### src/rtl/ap_chain_rf_regs.sv
// Register array with one write port, one combinational read port and a
// synchronous clear that wins over writes.
module ap_chain_rf_regs #(
  parameter int DATA_W = 32,
  parameter int DEPTH  = 32,
  parameter int IDX_W  = 5
) (
  input  logic              clk,
  input  logic              clr,
  input  logic              we,
  input  logic [IDX_W-1:0]  waddr,
  input  logic [DATA_W-1:0] wdata,
  input  logic [IDX_W-1:0]  raddr,
  output logic [DATA_W-1:0] rdata
);

  logic [DATA_W-1:0] mem [DEPTH];

  always_ff @(posedge clk) begin
    if (clr) begin
      for (int i = 0; i < DEPTH; i++) mem[i] <= '0;
    end else if (we) begin
      mem[waddr] <= wdata;
    end
  end

  assign rdata = mem[raddr];

endmodule

### config.mk
export PLATFORM = sky130hd
export DESIGN_NAME = ap_chain_rf_regs
export DESIGN_NICKNAME = d
export VERILOG_FILES = /design/src/rtl/ap_chain_rf_regs.sv
export SDC_FILE = /design/constraint.sdc
export NUM_CORES = 1
export LEC_CHECK = 0
export ABC_AREA = 1
export BUFFER_PORTS_ARGS = -buffer_cell sky130_fd_sc_hd__clkbuf_2
export CAP_MARGIN = 20
export CELL_PAD_IN_SITES_DETAIL_PLACEMENT = 1
export CELL_PAD_IN_SITES_GLOBAL_PLACEMENT = 2
export CORE_MARGIN = 5
export CORE_UTILIZATION = 35
export DETAILED_ROUTE_END_ITERATION = 10
export PLACE_DENSITY_LB_ADDON = 0.1
export SYNTH_ARGS = -nofsm -noshare
export SYNTH_HDL_FRONTEND = slang
export SYNTH_SLANG_ARGS = --single-unit
### constraint.sdc
create_clock -name clk -period 3.6 [get_ports clk]
set_clock_uncertainty 0.2 [all_clocks]
set_input_delay 0.72 -clock clk [delete_from_list [all_inputs] [get_ports clk]]
set_output_delay 0.72 -clock clk [all_outputs]
set_load 0.005 [all_outputs]
==> Implementation_results.wiki <==
{| class="wikitable"
! Metric !! Value
|-
| Run status || completed
|-
| Max capacitance violation total || 0
|-
| Synth cell types || 13
|-
| Endpoint type of the worst setup path || output port
|-
| Yosys top cell by area || sky130_fd_sc_hd__edfxtp_1
|-
| Post CTS Setup Buffer Count || 0
|-
| Placer Congestion || 0.757
|-
| Mean number of vias per cell || 5.27
|-
| Setup Viol. Count Final || 0
|-
| Antenna violations before repair || 4
|-
| Critical path fanouts, max || 20
|-
| DRT iter0 DRCs || between 2,000 and 2,500
|-
| Area growth from synthesis to layout || 14.4%
|-
| Syn Nets || 4,834
|-
| Clock tree from TritonCTS || done
|-
| Launch instance of the worst min-delay path || wdata[18]
|-
| Die boundary width || 375 µm
|-
| Num CTS Buffers || 119
|-
| Commonest non-fill, non-tap cell in the layout || sky130_fd_sc_hd__nand2_1
|-
| Area enclosed by the die boundary || 141,000 µm²
|-
| Clock Sink Count || just over 1,000
|-
| Slowest Stage Delay on Critical Path || approximately 0.21 ns
|-
| Clock-pin transition on the worst setup and hold timing paths || 0.06 ns
|-
| Share of the yosys chip area belonging to registers || 65.9%
|-
| Number of buffers added to fix hold violations after cts || 0
|-
| Final-report max-slew violation count || 0
|-
| Detailed-route wire length || 170 mm
|-
| Classification of the worst-slack hold path || input pin to flop
|-
| Highest-delay cell along the critical path || sky130_fd_sc_hd__buf_12
|-
| Post-route DRC violation count || 0
|-
| Leading post-synthesis cells by cell area || sky130_fd_sc_hd__edfxtp_1 (66%), sky130_fd_sc_hd__nand2_1 (12%), sky130_fd_sc_hd__nand3_1 (8.2%)
|-
| Startpoint of the most critical setup path || raddr[0]
|-
| Register with the most flip-flops || mem
|-
| Number of flip-flops in the largest register || approximately 1,000
|-
| CTS root buf || sky130_fd_sc_hd__clkbuf_16
|-
| Ratio of final minimum period to clock period || 96.2%
|-
| Unrepaired setup endpoints after global routing || no
|-
| Number of standard-cell rows in the floorplan || 134
|-
| DIE HEIGHT || 375 µm
|-
| Average wire length per cell after detail routing || around 26 µm
|-
| Worst path buffer plus inverter count || 5
|-
| Post-Syn Area per Cell || between 9 and 10 µm²
|-
| Crit path cell chain || buf_8, inv_8, buf_12, buf_12, nand2_1, nand3_1, nand3_1, nand2_1, nand2_1, nand2_1, nand2_1, nand2_1, clkbuf_2
|-
| Crit path max-delay family || simple AND/OR/NAND/NOR gates
|-
| Initial Util || a little over a third
|-
| Antenna viol nets, final || 0
|-
| Classification of the worst setup path || input pin to output port
|-
| Register bit count reported by yosys || between 1,000 and 1,500
|-
| Power density normalized to cell area || 528 nW/µm²
|-
| Clock period minus worst slack || 3.46 ns
|-
| Number of inserted filler cells in the final layout || 14,900
|-
| Total via count after detailed routing || approximately 35,000
|-
| Share of post-route cells with drive strength above 1 || 10.7%
|-
| Largest net degree at the start of global routing || 75
|-
| Fmax || 0.289 GHz
|-
| Most frequent cells in the layout || sky130_fd_sc_hd__nand2_1 (1,449), sky130_fd_sc_hd__nor2_1 (1,024), sky130_fd_sc_hd__edfxtp_1 (1,024)
|-
| Final number of hold-violating endpoints || 0
|-
| Overflow left after global routing || 0
|-
| Final-layout setup total negative slack || 0 ns
|-
| Data required time of the worst path || 2.68 ns
|-
| Level count of the clock H-tree || 3
|-
| Post-synthesis instance total || about 4,800
|-
| Worst VDD drop || 0.000364 V
|-
| Yosys synthesis warning count || 0
|-
| Deepest clock path buffer count || 3
|-
| Tightest Pin Transition || 0.914 ns
|-
| # port buffers || 76
|-
| First-pass GRT wire length || 248 mm
|-
| DRT Pass-1 Iters || 5
|-
| Kind of launch point of the worst setup path || input pin
|-
| Worst relative slew slack || 39.1%
|-
| Signal arrival time at the worst endpoint || 2.54 ns
|-
| Cell leakage power || approximately 21 nW
|-
| Number of ports placed on the die boundary || 77
|-
| Post-cts resize count || 0
|-
| Synthesized area || 46,700 µm²
|-
| Core footprint || around 130,000 µm²
|-
| Top cell by count, worst path || sky130_fd_sc_hd__nand2_1
|-
| Nets@finish || 4,840
|-
| Via count of the first global-routing pass || about 36,000
|-
| Biggest regs || mem x1024
|-
| Worst hold slack after final layout || 0.399 ns
|-
| Top cell type's share of synthesized area || 65.9%
|-
| Tot GR Track Use || 23.8%
|-
| DPL Wire Length || approximately 100 mm
|}
[routing by layer]
metal  track usage [%]  wire, µm  up-vias
met5                 0        13        -
met4              5.06      2970        2
met3              2.95      7550      181
met2              41.2     83400      748
met1              32.2     76300    18200
li1                  -         -    15900
[report_power, final]
part	internal, W	switching, W
registers	0.0137	0.000165
logic	0.000716	0.00192
clock network	0.00665	0.00499
total	0.0211	0.00708
[cells in the mapped netlist (all sizes together)]
| cell type | number |
|---|---|
| nor3 | 12 |
| buf | 252 |
| inv | 43 |
| nor2 | 1024 |
| nand2 | 1505 |
| clkbuf | 161 |
| nand3 | 768 |
| edfxtp | 1024 |
[area by class of cell]
| type | count | area, µm² | share of cell area, % |
|---|---|---|---|
| Tap cell | 1768 | 2210 | 4.14 |
| Sequential cell | 1024 | 30700 | 57.6 |
| Clock inverter | 70 | 500 | 0.938 |
| Inverter | 43 | 183 | 0.342 |
| Multi-Input combinational cell | 3309 | 13600 | 25.4 |
| Antenna cell | 2 | 5.00 | 0.00938 |
| Clock buffer | 143 | 3150 | 5.91 |
| Timing Repair Buffer | 298 | 2990 | 5.60 |
[final timing paths]
path | slack, ns | cells after the start | endpoint
max | 0.14 | 13 | rdata[26]
min | 0.40 | 4 | mem[0][18]$_SDFFCE_PN0P_
[stage by stage]
step           total power, W  cell area (µm²)  setup WS (ns)  util [%]  std cells
2_1_floorplan          0.0155            46700          0.671         -       4789
3_3_place_gp           0.0168            49700          0.190      37.4       6442
3_5_place_dp           0.0168            49700          0.184      37.4       6442
4_1_cts                0.0285            53400          0.171      40.1       6655
5_1_grt                0.0292            53400         0.0134      40.1       6655
6_report               0.0282            53400          0.135      40.1       6657
[kinds of logic after synthesis]
| group | after synthesis | share of synthesized area (%) |
|---|---|---|
| buf+inv | 456 | 5.29 |
| flops | 1024 | 65.9 |
| simple gates | 3309 | 28.8 |
[worst min-delay path, cell delays in order]
cell and delay, ns:
sky130_fd_sc_hd__clkbuf_2 0.08, sky130_fd_sc_hd__inv_1 0.03, sky130_fd_sc_hd__buf_4 0.23, sky130_fd_sc_hd__nor2_1 0.13
Power figures use the tool's default switching activity.
